**config.mk**
```make
export PLATFORM = sky130hd
export DESIGN_NAME = conv_output_packer_flat
export DESIGN_NICKNAME = d
export VERILOG_FILES = /design/src/rtl/conv_output_packer_if.sv /design/src/rtl/conv_output_packer.sv /design/src/flat_wrapper.sv
export SDC_FILE = /design/constraint.sdc
export NUM_CORES = 2
export LEC_CHECK = 0
export CAP_MARGIN = 15
export CELL_PAD_IN_SITES_DETAIL_PLACEMENT = 1
export CELL_PAD_IN_SITES_GLOBAL_PLACEMENT = 1
export CORE_MARGIN = 2
export CORE_UTILIZATION = 30
export DETAILED_ROUTE_END_ITERATION = 8
export GPL_ROUTABILITY_DRIVEN = 0
export GPL_TIMING_DRIVEN = 1
export HOLD_SLACK_MARGIN = 0.12
export PLACE_DENSITY = 0.6
export SLEW_MARGIN = 20
export SYNTH_ARGS = -nofsm -noshare
export SYNTH_HDL_FRONTEND = slang
export SYNTH_SLANG_ARGS = --single-unit
export TNS_END_PERCENT = 30
```
**constraint.sdc**
```tcl
create_clock -name clk -period 9.6 [get_ports clk]
set_clock_uncertainty 0.1 [all_clocks]
set_input_delay 0.96 -clock clk [delete_from_list [all_inputs] [get_ports clk]]
set_output_delay 0.96 -clock clk [all_outputs]
set_load 0.03 [all_outputs]
```
**src/rtl/conv_output_packer_if.sv**
```systemverilog
// Packer data-plane bundle: accumulator input with backpressure, and the
// first-word-fall-through output stream toward the DDR write path.
interface conv_output_packer_if #(
  parameter int unsigned N_KERNEL   = 4,
  parameter int unsigned B_PIXEL    = 16,
  parameter int unsigned DATA_WIDTH = 64
);
  logic [2*B_PIXEL*N_KERNEL-1:0] acc_i;
  logic                          acc_valid;
  logic                          pipe_stall;
  logic [DATA_WIDTH-1:0]         dout;
  logic                          dout_valid;
  logic                          dout_ready;

  modport master (
    output acc_i, acc_valid, dout_ready,
    input  pipe_stall, dout, dout_valid
  );

  modport slave (
    input  acc_i, acc_valid, dout_ready,
    output pipe_stall, dout, dout_valid
  );
endinterface

```
**src/rtl/conv_output_packer.sv**
```systemverilog
// Requantizes N_KERNEL accumulator lanes (round, ReLU, saturate), packs them into
// one word and buffers it in an output FIFO that backpressures the conv pipe.
module conv_output_packer #(
  parameter int unsigned N_KERNEL   = 4,
  parameter int unsigned B_PIXEL    = 16,
  parameter int unsigned DATA_WIDTH = 64,
  parameter int unsigned FIFO_DEPTH = 16,
  parameter int unsigned B_CNT      = 20
) (
  input  logic                clk,
  input  logic                rst,
  input  logic                cfg_we,
  input  logic [31:0]         cfg,
  conv_output_packer_if.slave bus,
  output logic                busy,
  output logic                done,
  output logic                err_ovf
);
  localparam int unsigned AW    = $clog2(FIFO_DEPTH);
  localparam int unsigned CW    = AW + 1;
  localparam int unsigned OW    = AW + 2;
  localparam int unsigned B_ACC = 2 * B_PIXEL;
  localparam int unsigned B_R   = B_ACC + 1;
  localparam logic signed [B_R-1:0] SAT_MAX  = B_R'((1 << (B_PIXEL - 1)) - 1);
  localparam logic signed [B_R-1:0] SAT_MIN  = -SAT_MAX - B_R'(1);
  localparam logic [OW-1:0]         STALL_TH = OW'(FIFO_DEPTH - 3);

  typedef enum logic [1:0] {S_IDLE, S_RUN, S_DRAIN, S_DONE} state_t;
  state_t r_state, w_state_next;

  logic [4:0]       r_shift;
  logic             r_relu;
  logic [B_CNT-1:0] r_n_out, r_cnt, w_cnt_inc;
  logic             w_load, w_accept, w_cfg_unused;

  logic                  r_s1_valid, r_s2_valid;
  logic signed [B_R-1:0] r_s1 [N_KERNEL];
  logic signed [B_R-1:0] w_s1 [N_KERNEL];
  logic signed [B_R-1:0] w_sum [N_KERNEL];
  logic signed [B_R-1:0] w_rnd;
  logic [DATA_WIDTH-1:0] w_pack, r_s2_data;

  logic [DATA_WIDTH-1:0] r_mem [FIFO_DEPTH];
  logic [AW-1:0]         r_wr_ptr, r_rd_ptr, w_rd_next;
  logic [CW-1:0]         r_count, w_count_next;
  logic [DATA_WIDTH-1:0] r_dout, w_head;
  logic [OW-1:0]         w_occ;
  logic                  w_full, w_empty, w_push, w_pop, w_drop;
  logic                  r_stall, r_err_ovf;

  assign w_cfg_unused = ^cfg[31:6+B_CNT];
  assign w_load       = cfg_we && (r_state == S_IDLE || r_state == S_DONE);
  // The cnt != n_out term is the saturation: nothing past n_out is accepted.
  assign w_accept     = (r_state == S_RUN) && bus.acc_valid && (r_cnt != r_n_out);
  assign w_cnt_inc    = r_cnt + B_CNT'(1);

  always_ff @(posedge clk) begin
    if (rst) r_state <= S_IDLE;
    else     r_state <= w_state_next;
  end

  always_comb begin
    w_state_next = r_state;
    unique case (r_state)
      S_IDLE:  if (w_load) w_state_next = S_RUN;
      S_RUN:   if (r_n_out == '0 || (w_accept && w_cnt_inc == r_n_out)) w_state_next = S_DRAIN;
      S_DRAIN: if (!r_s1_valid && !r_s2_valid && w_empty) w_state_next = S_DONE;
      S_DONE:  if (w_load) w_state_next = S_RUN;
      default: w_state_next = S_IDLE;
    endcase
  end

  always_ff @(posedge clk) begin
    if (rst) begin
      r_shift <= '0;
      r_relu  <= 1'b0;
      r_n_out <= '0;
      r_cnt   <= '0;
    end else if (w_load) begin
      r_shift <= cfg[4:0];
      r_relu  <= cfg[5];
      r_n_out <= cfg[6 +: B_CNT];
      r_cnt   <= '0;
    end else if (w_accept) begin
      r_cnt <= w_cnt_inc;
    end
  end

  assign w_rnd = (r_shift == '0) ? '0 : (B_R'(1) << (r_shift - 5'd1));

  always_comb begin
    for (int unsigned k = 0; k < N_KERNEL; k++) begin
      w_sum[k] = B_R'(signed'(bus.acc_i[k*B_ACC +: B_ACC])) + w_rnd;
      w_s1[k]  = w_sum[k] >>> r_shift;
    end
  end

  always_comb begin
    w_pack = '0;
    for (int unsigned k = 0; k < N_KERNEL; k++) begin
      if (r_relu && r_s1[k][B_R-1])  w_pack[k*B_PIXEL +: B_PIXEL] = '0;
      else if (r_s1[k] > SAT_MAX)    w_pack[k*B_PIXEL +: B_PIXEL] = SAT_MAX[B_PIXEL-1:0];
      else if (r_s1[k] < SAT_MIN)    w_pack[k*B_PIXEL +: B_PIXEL] = SAT_MIN[B_PIXEL-1:0];
      else                           w_pack[k*B_PIXEL +: B_PIXEL] = r_s1[k][B_PIXEL-1:0];
    end
  end

  always_ff @(posedge clk) begin
    if (rst) begin
      r_s1_valid <= 1'b0;
      r_s2_valid <= 1'b0;
    end else begin
      r_s1_valid <= w_accept;
      r_s2_valid <= r_s1_valid;
    end
  end

  always_ff @(posedge clk) begin
    for (int unsigned k = 0; k < N_KERNEL; k++) r_s1[k] <= w_s1[k];
    r_s2_data <= w_pack;
  end

  assign w_empty   = (r_count == '0);
  assign w_full    = (r_count == CW'(FIFO_DEPTH));
  assign w_pop     = !w_empty && bus.dout_ready;
  assign w_push    = r_s2_valid && (!w_full || w_pop);
  assign w_drop    = r_s2_valid && w_full && !w_pop;
  assign w_rd_next = w_pop ? r_rd_ptr + AW'(1) : r_rd_ptr;
  // A word written this cycle becomes the head when the read pointer lands on it.
  assign w_head    = (w_push && w_rd_next == r_wr_ptr) ? r_s2_data : r_mem[w_rd_next];

  always_comb begin
    w_count_next = r_count;
    if (w_push && !w_pop)      w_count_next = r_count + CW'(1);
    else if (!w_push && w_pop) w_count_next = r_count - CW'(1);
  end

  assign w_occ = OW'(r_count) + OW'(r_s1_valid) + OW'(r_s2_valid);

  always_ff @(posedge clk) begin
    if (rst) begin
      r_wr_ptr  <= '0;
      r_rd_ptr  <= '0;
      r_count   <= '0;
      r_dout    <= '0;
      r_stall   <= 1'b0;
      r_err_ovf <= 1'b0;
    end else begin
      if (w_push) r_wr_ptr <= r_wr_ptr + AW'(1);
      r_rd_ptr <= w_rd_next;
      r_count  <= w_count_next;
      if (w_count_next != '0) r_dout <= w_head;
      r_stall  <= (w_occ >= STALL_TH);
      if (w_load)      r_err_ovf <= 1'b0;
      else if (w_drop) r_err_ovf <= 1'b1;
    end
  end

  always_ff @(posedge clk) begin
    if (w_push) r_mem[r_wr_ptr] <= r_s2_data;
  end

  assign bus.dout       = r_dout;
  assign bus.dout_valid = !w_empty;
  assign bus.pipe_stall = r_stall;
  assign busy           = (r_state == S_RUN) || (r_state == S_DRAIN);
  assign done           = (r_state == S_DONE);
  assign err_ovf        = r_err_ovf;
endmodule

```
**src/flat_wrapper.sv**
```systemverilog
// flat-port wrapper written by rule: the top's interface ports become plain ports
module conv_output_packer_flat 
#(
  parameter int unsigned N_KERNEL   = 4,
  parameter int unsigned B_PIXEL    = 16,
  parameter int unsigned DATA_WIDTH = 64,
  parameter int unsigned FIFO_DEPTH = 16,
  parameter int unsigned B_CNT      = 20
)
  (clk, rst, cfg_we, cfg, busy, done, err_ovf, bus_acc_i, bus_acc_valid, bus_dout_ready, bus_pipe_stall, bus_dout, bus_dout_valid);
  conv_output_packer_if #(.N_KERNEL(N_KERNEL), .B_PIXEL(B_PIXEL), .DATA_WIDTH(DATA_WIDTH)) bus_i ();
  input  logic clk;
  input  logic rst;
  input  logic cfg_we;
  input  logic [31:0] cfg;
  output logic busy;
  output logic done;
  output logic err_ovf;
  input wire logic [$bits(bus_i.acc_i)-1:0] bus_acc_i;
  input wire logic [$bits(bus_i.acc_valid)-1:0] bus_acc_valid;
  input wire logic [$bits(bus_i.dout_ready)-1:0] bus_dout_ready;
  output wire logic [$bits(bus_i.pipe_stall)-1:0] bus_pipe_stall;
  output wire logic [$bits(bus_i.dout)-1:0] bus_dout;
  output wire logic [$bits(bus_i.dout_valid)-1:0] bus_dout_valid;
  assign bus_i.acc_i = bus_acc_i;
  assign bus_i.acc_valid = bus_acc_valid;
  assign bus_i.dout_ready = bus_dout_ready;
  assign bus_pipe_stall = bus_i.pipe_stall;
  assign bus_dout = bus_i.dout;
  assign bus_dout_valid = bus_i.dout_valid;
  conv_output_packer #(.N_KERNEL(N_KERNEL), .B_PIXEL(B_PIXEL), .DATA_WIDTH(DATA_WIDTH), .FIFO_DEPTH(FIFO_DEPTH), .B_CNT(B_CNT)) u_core (.clk(clk), .rst(rst), .cfg_we(cfg_we), .cfg(cfg), .bus(bus_i), .busy(busy), .done(done), .err_ovf(err_ovf));
endmodule
```
==> flow_metrics.env <==
export IMPL_outcome="completed"
export IMPL_drt_total_wl_um=251000
export IMPL_placement_io_buffers=227
export IMPL_syn_mean_instance_area_um2=12.5
export IMPL_synth_commonest_cells="1,024 x edfxtp_1, 537 x nor2_1, 355 x nand2_1"
export IMPL_critPathKind="reg -> reg"
export IMPL_clock_sinks=1349
export IMPL_die_w_um=482
export IMPL_min_from="u_core.r_s1[3][12]"
export IMPL_cts_setup_buffers=0
export IMPL_dp_hpwl_um=172000
export IMPL_ys_async_sr_fraction_pct=0
export IMPL_htree_levels=4
export IMPL_finalWorstSetupSlack_ns=2.19
export IMPL_route_detailed_drc=0
export IMPL_num_vias=49560
export IMPL_antenna_found_initial=18
export IMPL_rrSetupSlack_ns=2.19
export IMPL_r2r_end="u_core.r_s1[1][8]"
export IMPL_use_met3_pct=2.99
export IMPL_place_ws_ns=2.39
export IMPL_firstDrtPassIters=5
export IMPL_tns_ns=0
export IMPL_finalPower_uw=20600
export IMPL_synthToLayoutAreaGrowth_pct=14.9
export IMPL_worstPathArrival_ns=7.93
export IMPL_startpoint="u_core.r_shift[3]"
export IMPL_core_rowCount=175
export IMPL_synth_top_area_share_pct=44.9
export IMPL_finalCriticalPeriod_ns=7.41
export IMPL_grt_pass1_vias=49813
export IMPL_path_clk_slew_ns=0.06
export IMPL_syn_inst=5461
export IMPL_top_usage_layer="met2"
export IMPL_path_max_fanout=40
export IMPL_grt_use_met1_pct=29.8
export IMPL_rsz0062_at_grt="false"
export IMPL_drive_above_1_share_pct=15.3
export IMPL_die_h_um=482
export IMPL_cp_end_kind="flip-flop"
export IMPL_startpoint_type="flip-flop"
export IMPL_drv_cap=0
export IMPL_holdPathEnd="u_core.r_s2_data[60]"
export IMPL_synthTopCellsByArea="edfxtp_1 45%, mux4_2 11%, dfxtp_1 9.5%"
export IMPL_clockBufferDepth=3
export IMPL_cts_resized=0
export IMPL_leakagePower_uw=0.0267
export IMPL_reg2reg_from="u_core.r_shift[3]"
export IMPL_layout_nets=5799
export IMPL_wl_per_cell_um=28.9
export IMPL_ant_nets=0
export IMPL_synth_area_leader_cell="edfxtp_1"
export IMPL_ys_seq_area_share_pct=54.4
export IMPL_worst_pin_slew_ns=1.18
export IMPL_max_slew_margin_pct=21.4
export IMPL_numCtsBuffers=135
export IMPL_synth_area_um2=68400
export IMPL_grt_overflow=0
export IMPL_grt_pass1_wl_um=361000
export IMPL_min_path_type="reg -> reg"
export IMPL_grt_use_total_pct=21.1
export IMPL_grt_max_degree=125
export IMPL_yosysMostFrequentCell="edfxtp_1"
export IMPL_finalCritPeriodShare_pct=77.2
export IMPL_clockRootBuffer="clkbuf_16"
export IMPL_cts_hold_buffers=0
export IMPL_clk_latency_ns=0.75
export IMPL_ios=234
export IMPL_required_ns=10.12
export IMPL_peakVddDrop_mv=0.330
export IMPL_grt_use_met2_pct=32.6
export IMPL_finalMaxSlewViolations=0
export IMPL_yosys_warnings=0
export IMPL_worstHoldPathCells=2
export IMPL_tritoncts="yes"
export IMPL_synth_cell_types=127
export IMPL_die_area_um2=232000
export IMPL_viasPerCell=5.71
export IMPL_fmax_ghz=0.135
export IMPL_drtIter0Drc=5252
export IMPL_synth_ff_type="edfxtp_1"
export IMPL_r2r_cells=17
export IMPL_ys_seq_elements=1349
export IMPL_initial_utilization_pct=30.1
export IMPL_synth_edf_count=1024
export IMPL_pwr_density_cell_nw_per_um2=263
export IMPL_coreArea_um2=227000
export IMPL_hold_viol=0
export IMPL_setup_viol=0
report_power, final:
| group | switching, µW | internal, µW | total, µW |
|---|---|---|---|
| registers | 600 | 7060 | 7660 |
| logic | 4510 | 3180 | 7690 |
| clock network | 2240 | 3040 | 5280 |
cells by family after synthesis:
| kind of cell | count (synthesis) | synth area share (%) |
|---|---|---|
| other cells | 1 | 0.00548 |
| xor+xnor | 239 | 3.07 |
| flops | 1349 | 54.4 |
| mux | 559 | 14.6 |
| fa+ha+maj | 86 | 1.58 |
| simple gates | 1489 | 10.6 |
| buf+inv | 480 | 2.82 |
| compound gates | 1258 | 12.9 |
flip-flops by register name, summed over array words and instances, names as in the netlist, 2 cells and up:
name	flops
u_core.r_mem	1024
u_core.r_s1	132
u_core.bus.dout	64
u_core.r_s2_data	64
u_core.r_cnt	20
u_core.r_n_out	20
u_core.r_count	5
u_core.r_shift	5
u_core.r_rd_ptr	4
u_core.r_wr_ptr	4
u_core.r_state	2
stage by stage:
| step | hold WS, ns | util (%) | instances | cell area, µm² |
|---|---|---|---|---|
| floorplan | 0.316 | - | 5464 | 68400 |
| CTS | 0.347 | 34.6 | 8667 | 78500 |
| global placement | 0.324 | 32.6 | 8420 | 74100 |
| detailed placement | 0.334 | 32.6 | 8420 | 74100 |
| finish | 0.340 | 34.6 | 8672 | 78600 |
| global route | 0.368 | 34.6 | 8669 | 78600 |
critical path, cell delays in order (launching register included):
cell and delay, ns:
dfxtp_4 0.68, inv_2 0.32, nor2_1 0.68, nand2_1 0.43, nor2_1 0.89, ha_1 0.48, a211oi_1 0.26, o21ai_0 0.27
a211o_1 0.36, a31oi_1 0.27, o2111ai_1 0.15, o21ai_0 0.20, xor2_1 0.76, nor2_1 0.10, a21o_1 0.29, mux2i_1 0.39
mux2i_1 0.12, mux4_2 0.48
area by class of cell:
type                            count  area [µm²]
Timing Repair Buffer              357        3350
Clock inverter                     67         632
Fill cell                       24155      148000
Antenna cell                        4        10.0
Clock buffer                      180        3800
Tap cell                         3009        3760
Inverter                           71         270
Sequential cell                  1349       37300
Multi-Input combinational cell   3635       29500
per-layer routing:
layer / part of all wire, % / wire length (µm)
met2: 45 / 113000
met3: 6.4 / 16000
met5: 0.028 / 70
met1: 44 / 111000
met4: 4.3 / 10800
cell usage in the layout (no fill, tap or decap), drive strengths merged, types with 33 or more instances in the layout:
master	count
o21ai	227
mux2i	174
a21o	65
a31oi	58
edfxtp	1024
clkbuf	180
nor2	540
nor4	39
nand3	94
nand4	59
xor2	69
o221ai	44
ha	84
mux4	347
clkdlybuf4s50	226
dfxtp	325
or3	42
inv	78
a21oi	249
buf	131
xnor2	170
nand2	355
o21a	33
nor3	75
clkinv	46
a211oi	151
o211ai	51
mux2	38
and2	50
and3	50
worst max path at each step:
stage                               to  cells after the start  slack [ns]
finish               u_core.r_s1[1][8]                     17        2.19
global placement    u_core.r_s1[2][13]                     14        2.49
CTS                  u_core.r_s1[2][1]                     17        2.36
detailed placement   u_core.r_s1[2][1]                     17        2.39
floorplan           u_core.r_mem[3][0]                      5        2.88
global route         u_core.r_s1[1][8]                     17        2.11
Note: power is estimated with default switching activity, not from simulation.
